<file path="config.mk">
export PLATFORM = sky130hd
export DESIGN_NAME = halt_ctrl
export DESIGN_NICKNAME = d
export VERILOG_FILES = /design/src/rtl/rv_ctrl_pkg.sv /design/src/rtl/step_counter.sv /design/src/rtl/halt_ctrl.sv
export SDC_FILE = /design/constraint.sdc
export NUM_CORES = 1
export LEC_CHECK = 0
export CAP_MARGIN = 30
export CORE_AREA = 4 4 41 43
export DETAILED_ROUTE_END_ITERATION = 8
export DIE_AREA = 0 0 45 47
export GPL_TIMING_DRIVEN = 0
export SETUP_SLACK_MARGIN = 0.15
export SYNTH_ARGS = -nofsm -noshare
export SYNTH_HDL_FRONTEND = slang
export SYNTH_SLANG_ARGS = --single-unit
</file>
<file path="constraint.sdc">
create_clock -name clk -period 2.5 [get_ports clk]
set_input_delay 0.5 -clock clk [delete_from_list [all_inputs] [get_ports clk]]
set_output_delay 0.5 -clock clk [all_outputs]
set_load 0.005 [all_outputs]
</file>
<file path="src/rtl/rv_ctrl_pkg.sv">
// rv_ctrl_pkg: shared FSM state encodings and halt cause codes for the debug halt controller.
// Contents: ST_* 2-bit state encodings, CAUSE_* 2-bit halt cause codes.
package rv_ctrl_pkg;
    localparam logic [1:0] ST_RUN    = 2'd0;
    localparam logic [1:0] ST_PEND   = 2'd1;
    localparam logic [1:0] ST_HALTED = 2'd2;
    localparam logic [1:0] ST_STEP   = 2'd3;
    localparam logic [1:0] CAUSE_NONE   = 2'b00;
    localparam logic [1:0] CAUSE_DEBUG  = 2'b01;
    localparam logic [1:0] CAUSE_EBREAK = 2'b10;
    localparam logic [1:0] CAUSE_STEP   = 2'b11;
endpackage

</file>
<file path="src/rtl/step_counter.sv">
// step_counter: single-step instruction down-counter.
// Ports: clk, rst_n (async active-low), load/load_val (load wins over dec),
//        dec (decrement, saturates at 0), is_one (count == 1), zero (count == 0).
module step_counter #(
    parameter int W = 8
) (
    input  logic         clk,
    input  logic         rst_n,
    input  logic         load,
    input  logic [W-1:0] load_val,
    input  logic         dec,
    output logic         is_one,
    output logic         zero
);
    logic [W-1:0] cnt;
    always_ff @(posedge clk or negedge rst_n) begin
        if (!rst_n)
            cnt <= '0;
        else if (load)
            cnt <= load_val;
        else if (dec && !zero)
            cnt <= cnt - 1'b1;
    end
    assign zero   = cnt == '0;
    assign is_one = cnt == W'(1);
endmodule

</file>
<file path="src/rtl/halt_ctrl.sv">
// halt_ctrl: debug halt / resume / single-step controller driving the core clock-gate enable.
// Ports: clk (ungated), rst_n (async active-low), halt_req (level), resume_req, step_req,
//        step_cnt[STEP_W], ebreak, instr_done (pulses); hlt (gate enable, falling-edge flop),
//        halted, cause[2], step_busy.
// Build option: define HALT_CTRL_STEP_EN to include the STEP state and step_counter;
//               otherwise step_req/step_cnt are ignored and step_busy is tied 0.
module halt_ctrl #(
    parameter int STEP_W = 8
) (
    input  logic              clk,
    input  logic              rst_n,
    input  logic              halt_req,
    input  logic              resume_req,
    input  logic              step_req,
    input  logic [STEP_W-1:0] step_cnt,
    input  logic              ebreak,
    input  logic              instr_done,
    output logic              hlt,
    output logic              halted,
    output logic [1:0]        cause,
    output logic              step_busy
);
    import rv_ctrl_pkg::*;

    logic [1:0] state, state_nx, cause_nx;

`ifdef HALT_CTRL_STEP_EN
    logic              cnt_load, cnt_dec, cnt_is_one, cnt_zero;
    logic [STEP_W-1:0] cnt_val;

    step_counter #(.W(STEP_W)) u_step (
        .clk      (clk),
        .rst_n    (rst_n),
        .load     (cnt_load),
        .load_val (cnt_val),
        .dec      (cnt_dec),
        .is_one   (cnt_is_one),
        .zero     (cnt_zero)
    );
`else
    logic unused_step;
    assign unused_step = ^{step_req, step_cnt};
`endif

    always_comb begin
        state_nx = state;
        cause_nx = cause;
`ifdef HALT_CTRL_STEP_EN
        cnt_load = 1'b0;
        cnt_dec  = 1'b0;
        cnt_val  = '0;
`endif
        case (state)
            ST_RUN:
                if (ebreak) begin
                    state_nx = ST_HALTED;
                    cause_nx = CAUSE_EBREAK;
                end else if (halt_req)
                    state_nx = ST_PEND;
            ST_PEND:
                if (instr_done) begin
                    state_nx = ST_HALTED;
                    cause_nx = CAUSE_DEBUG;
                end else if (!halt_req)
                    state_nx = ST_RUN;
            ST_HALTED:
                // a valid resume takes priority over a step request in the same cycle
                if (resume_req && !halt_req) begin
                    state_nx = ST_RUN;
                    cause_nx = CAUSE_NONE;
                end
`ifdef HALT_CTRL_STEP_EN
                else if (step_req && step_cnt != '0) begin
                    state_nx = ST_STEP;
                    cnt_load = 1'b1;
                    cnt_val  = step_cnt;
                end
            ST_STEP:
                // halt_req is deliberately not looked at while stepping
                if (ebreak) begin
                    state_nx = ST_HALTED;
                    cause_nx = CAUSE_EBREAK;
                    cnt_load = 1'b1;
                end else if (instr_done) begin
                    cnt_dec = 1'b1;
                    if (cnt_is_one || cnt_zero) begin
                        state_nx = ST_HALTED;
                        cause_nx = CAUSE_STEP;
                    end
                end
`endif
            default: state_nx = ST_RUN;
        endcase
    end

    always_ff @(posedge clk or negedge rst_n) begin
        if (!rst_n) begin
            state <= ST_RUN;
            cause <= CAUSE_NONE;
        end else begin
            state <= state_nx;
            cause <= cause_nx;
        end
    end

    // falling-edge flop: the gate enable only changes while clk is low
    always_ff @(negedge clk or negedge rst_n) begin
        if (!rst_n)
            hlt <= 1'b0;
        else
            hlt <= state == ST_HALTED;
    end

    assign halted = state == ST_HALTED;
`ifdef HALT_CTRL_STEP_EN
    assign step_busy = state == ST_STEP;
`else
    assign step_busy = 1'b0;
`endif
endmodule

</file>
=== Word-level counts from Yosys, hierarchy flattened ===
Cells that the tools add are included.

* Reduce and logical (&&, ||, !) cells: 6
* Muxes and demuxes: 9
* Eq/ne operators: 7
* Divide/modulo/power cells: 0
* Shift-type cells: 0
* Bitwise operators: 0
* Multiply operators: 0
* Add/sub/neg operators: 0
* Magnitude comparators: 0

{| class="wikitable"
|+ Operators by type and width
! cell !! number
|-
| $mux W2 || 7
|-
| $pmux W2 S3 || 2
|-
| $ne A3 B3 Y1 const B || 2
|-
| $ne A2 B2 Y1 const B || 2
|-
| $reduce_and A4 Y1 || 1
|-
| $reduce_and A3 Y1 || 1
|-
| $reduce_bool A3 Y1 || 1
|-
| $eq A2 B1 Y1 const B || 1
|-
| $eq A2 B2 Y1 const B || 1
|-
| $logic_not A2 Y1 || 1
|-
| $ne A2 B1 Y1 const B || 1
|-
| $logic_and A1 B1 Y1 || 1
|-
| $logic_not A1 Y1 || 1
|}

* RAM bits: 0
* Word-level logic and storage cells: 25
* Memories: 0
* Bits in latches: 0
* Register bits: 5
* Bits in read-only memories: 0

=== Logic depth before layout (Yosys ltp) ===
* Word-level depth: 4
* Gate-level depth with buffers: 5

==> results.sh <==
export IMPL_worst_setup_path_type="flip-flop to primary output"
export IMPL_die_width_um=45
export IMPL_yosysTopAreaCell="dfrtp_1"
export IMPL_grt_max_degree=6
export IMPL_numCtsBuffers=3
export IMPL_fin_util=0.3894
export IMPL_power_density_nw_per_um2=1083
export IMPL_htree_levels=1
export IMPL_wl_per_cell_um=10.76
export IMPL_final_nets=66
export IMPL_path_clk_slew_ns=0.04
export IMPL_avgSynthCellArea_um2=12.15
export IMPL_status="finished clean"
export IMPL_worst_clock_skew_ns=0.01411
export IMPL_vias=246
export IMPL_drt_wl_total_um=635
export IMPL_rows=13
export IMPL_synth_area_um2=376.6
export IMPL_root_buffer="clkbuf_4"
export IMPL_yosys_top_cells_count="ha_1, dfrtp_1, inv_1, nor2b_1"
export IMPL_irDropWorstVdd_v=0.0004640
export IMPL_power_leakage_nw=0.2397
export IMPL_drt_first_pass_iters=4
export IMPL_ant_nets=0
export IMPL_synth_cell_types=17
export IMPL_syn_num_nets=52
export IMPL_fp_coreArea_um2=1301
export IMPL_drive_above_1_share=0.2727
export IMPL_cts_sinks=5
export IMPL_synthCells=31
export IMPL_grt_first_pass_wirelength_um=1290
export IMPL_whs_ns=0.4764
export IMPL_die_area_um2=2115
export IMPL_antenna_found_initial=0
export IMPL_hp_class="primary input to asynchronous set/reset pin"
export IMPL_cts_setup_buffers=0
export IMPL_crit_buf_inv=1
export IMPL_path_delay_family="flip-flops"
export IMPL_clock_latency_ns=0.25
export IMPL_diodes=0
export IMPL_fin_ws_ns=0.03040
export IMPL_cpMaxStageDelayCell="dfrtn_1"
export IMPL_maxCapViolations=0
export IMPL_required_ns=2.00
export IMPL_floorplan_initialDensity=0.2894
export IMPL_cts_hold_buffers=0
export IMPL_drt_iter0_markers=1
export IMPL_start_kind="flip-flop"
export IMPL_async_flop_share=1.000
export IMPL_drcViolationCount=0
export IMPL_crit_arrival_ns=1.97
export IMPL_yosys_cell_count_top_type="ha_1"
export IMPL_ys_seq_area_frac=0.3322
export IMPL_ys_flop_type="dfrtp_1"
export IMPL_setup_viol=0
export IMPL_multi_input_area_um2=232.7
export IMPL_track_usage=0.08882
export IMPL_crit_path_end_kind="primary output"
export IMPL_p_total_w=0.0005489
export IMPL_num_fill_cells=146
export IMPL_viasPerCell=4.169
export IMPL_tritoncts="done"
export IMPL_critPathMaxStageDelay_ns=0.37
export IMPL_cts_buffer_depth=2
export IMPL_die_h_um=47
export IMPL_synth_warnings=0
export IMPL_grt_setup_unrepaired="true"
export IMPL_area_growth_pct=34.55
export IMPL_gp_congestion=0.7039
export IMPL_pin_count=20
export IMPL_grt_pass1_vias=299
export IMPL_place_ws_ns=-0.1065
export IMPL_port_buffers=9
export IMPL_synth_area_top_cells="dfrtp_1, ha_1, a2111oi_4"
export IMPL_hold_viol=0
export IMPL_synth_top_area_frac=0.2658
export IMPL_path_max_fanout=1
export IMPL_ys_ff_latch=5
export IMPL_hpwlAfterDp_um=565.9
export IMPL_slew_violations=0
export IMPL_path_cells="buf_2"
export IMPL_grt_ovfl_total=0
export IMPL_seqCellArea_um2=125.1
export IMPL_synth_edf_count=0
==> placed cells by master (no fill, tap or decap), drive strengths merged <==
cell,Yosys,layout
buf,1,2
conb,1,1
a221oi,1,1
clkbuf,0,4
a22oi,1,1
a2111oi,1,1
dfrtn,1,1
mux2i,1,1
dfrtp,4,4
nor2b,4,4
ha,6,6
inv,3,3
nand2b,1,1
nor3b,1,1
clkdlybuf4s50,0,8
nor2,2,2
mux2,3,3
==> area by class of cell <==
cell class,instances,area share
flip-flops and latches,5,0.2469
plain buffers,1,0.01481
repair buffers,9,0.1679
well taps,15,0.03704
multi-input cells,22,0.4593
clock buffers,4,0.05185
inverters,3,0.02222
==> report_power, final <==
group	switching [W]	internal [W]	total (W)	leakage, nW
clock	0.0000286	0.0000601	0.0000887	0.0150
combinational	0.000132	0.000183	0.000315	0.161
sequential	0.0000254	0.000119	0.000145	0.0633
==> metal layers <==
metal / vias up / wire, µm / global-route usage
met5: - / 0 / 0
li1: 128 / - / -
met4: 0 / 0 / 0.08772
met3: 0 / 54 / 0.03448
met2: 7 / 308 / 0.1356
met1: 111 / 271 / 0.09195
==> flip-flops by register name (all words and copies together), names as in the netlist <==
signal  flops
state       2
cause       2
hlt         1
==> worst paths after layout <==
| kind | startpoint | slack [ns] | depth (start not counted) | end |
|---|---|---|---|---|
| worst max-delay path | hlt | 0.03 | 1 | hlt |
| worst min-delay path | rst_n | 0.48 | 1 | cause[0] |
| worst max register to register | state[0] | 0.26 | 2 | hlt |
| worst min register to register | cause[0] | 0.51 | 1 | cause[0] |
| max in group asynchronous | rst_n | 0.69 | 1 | hlt |
| min in group clk | cause[0] | 0.51 | 1 | cause[0] |
==> cells by family (layout without fill, tap and decap cells) <==
group,count (synthesis),in the layout,synth area share
AOI/OAI and AO/OA,3,3,0.1329
DFF,5,5,0.3322
and+or+nand+nor,8,8,0.1495
other,1,1,0.009957
buffers and inverters,4,17,0.04984
muxes,4,4,0.1262
adders and majority gates,6,6,0.1993
==> through the flow <==
step | setup TNS [ns] | cells | instance area, µm²
floorplan | 0 | 31 | 376.6
global placement | -0.1103 | 55 | 485.5
detailed placement | -0.1065 | 55 | 485.5
CTS | 0 | 59 | 506.7
global route | 0 | 59 | 506.7
finish | 0 | 59 | 506.7
==> what timing repair did <==
action,CTS,global route
resized for setup,4,0
endpoints found under the setup margin,1,1
cloned,0,0
Power figures use the tool's default switching activity.
==> variant: new RTL, same settings <==
Make the reset (`rst_n`) synchronous in 2 clocked blocks. Comments in the files are not updated.
--- a/src/rtl/halt_ctrl.sv
+++ b/src/rtl/halt_ctrl.sv
@@ -93,7 +93,7 @@
         endcase
     end
 
-    always_ff @(posedge clk or negedge rst_n) begin
+    always_ff @(posedge clk) begin
         if (!rst_n) begin
             state <= ST_RUN;
             cause <= CAUSE_NONE;
@@ -104,7 +104,7 @@
     end
 
     // falling-edge flop: the gate enable only changes while clk is low
-    always_ff @(negedge clk or negedge rst_n) begin
+    always_ff @(negedge clk) begin
         if (!rst_n)
             hlt <= 1'b0;
         else
Check against the original RTL: not checked (the comparison handles one clock edge and no latches or derived clocks); the edit may change what the design does.
==> variant against the original RTL <==
Total power is 19% lower; via count is 13% higher; combinational power shrank 29%; wire length down 3.5%; cell area unchanged; area after synthesis increased by 0.66%; sequential cell count unchanged; worst setup slack gained 0.020 ns.
==> variant: results <==
{
  "finClkSkew_ns": 0.05955,
  "drt_wl_total_um": 613,
  "synthAdderAreaFrac_pct": 19.80,
  "status": "completed",
  "htree_levels": 1,
  "leakagePower_nw": 0.2215,
  "reg2regPathDepth": 3,
  "rrSetupSlack_ns": 0.26,
  "cts.repair.resized": 4,
  "grt_pass1_vias": 271,
  "async_reset_ff_share_pct": 0,
  "cts-buffers-inserted": 3,
  "grt_pass1_wl_um": 1097,
  "drt-vias-per-instance": 4.292,
  "yosys-top-cells-area": "dfxtp_1 (26%), ha_1 (20%), mux2i_1 (11%), a2111oi_4 (7.3%), nand2_1 (5.0%)",
  "pwr-share-clk_pct": 22.0,
  "met2WireLength_um": 307,
  "grt_max_degree": 10,
  "firstDrtPassIters": 2,
  "reg_top3": "cause: 2 flops, state: 2 flops, hlt: 1 flops",
  "path_clk_slew_ns": 0.05,
  "rr_endpoint": "hlt$_SDFF_NN0_",
  "dp_worst_setup_slack_ns": -0.02239,
  "slowest_stage": "dfxtp_2",
  "globalRouteMet3Util_pct": 6.897,
  "drt_iter0_drc": 4,
  "r2r-start": "state[0]$_SDFFE_PN0P_",
  "synth_compound_gate_area_share_pct": 17.49,
  "finalWeightedCongestion": 0.7254,
  "nets": 72,
  "slowest_delay_ns": 0.30,
  "gr-usage-met1_pct": 8.219,
  "hold_path_class": "register to register",
  "met1_length_um": 246,
  "dr_wl_met3_um": 58,
  "clock_latency_ns": 0.29,
  "syn-num-nets": 59,
  "grt_usage_pct": 7.753,
  "ys.flop_type": "dfxtp_1",
  "hold_path.startpoint": "cause[0]$_SDFFE_PN0P_",
  "ir_drop_v": 0.0004627,
  "crit_arrival_ns": 1.95,
  "synth_common_cells": "ha_1 (6), dfxtp_1 (5), nand2_1 (5), mux2i_1 (4)",
  "setup.worst_path.start": "hlt$_SDFF_NN0_",
  "finalWorstSetupSlack_ns": 0.05043,
  "yosysSeqAreaShare_pct": 26.40,
  "swShare_pct": 33.07,
  "grt_use_met2_pct": 11.58,
  "muxShareOfSynthArea_pct": 10.56,
  "layout-drive-gt1-share_pct": 18.00,
  "hpwlAfterDp_um": 516.2,
  "pwr-share-seq_pct": 27.6,
  "portBuffers": 8
}
[variant: cell types whose count changed after synthesis, moves of 2 or more]
cell / unedited run / this run
dfrtp_1: 4 / 0
dfxtp_1: 0 / 5
mux2_2: 2 / 0
mux2i_1: 1 / 4
nand2_1: 0 / 5
nor2_1: 2 / 0
o211ai_1: 0 / 2
[variant: metrics by stage]
stage               power (mW)  util (%)  std cells  area (um2)  hold slack, ns
floorplan               0.2829         -         38       379.1          0.4511
global placement        0.3567     36.73         61       478.0          0.4473
detailed placement      0.3552     36.73         61       478.0          0.4575
CTS                     0.4490     38.37         65       499.2          0.4627
global route            0.4928     38.94         65       506.7          0.5002
finish                  0.4428     38.94         65       506.7          0.4589
[variant: final cells by class]
class	instances	area, um2	share of cell area, %
repair buffers	8	81.33	16.05
clock inverters	1	3.754	0.7407
clock buffers	4	26.28	5.185
flip-flops and latches	5	101.3	20.00
plain buffers	2	11.26	2.222
well taps	15	18.77	3.704
multi-input cells	28	256.5	50.62
inverters	2	7.507	1.481
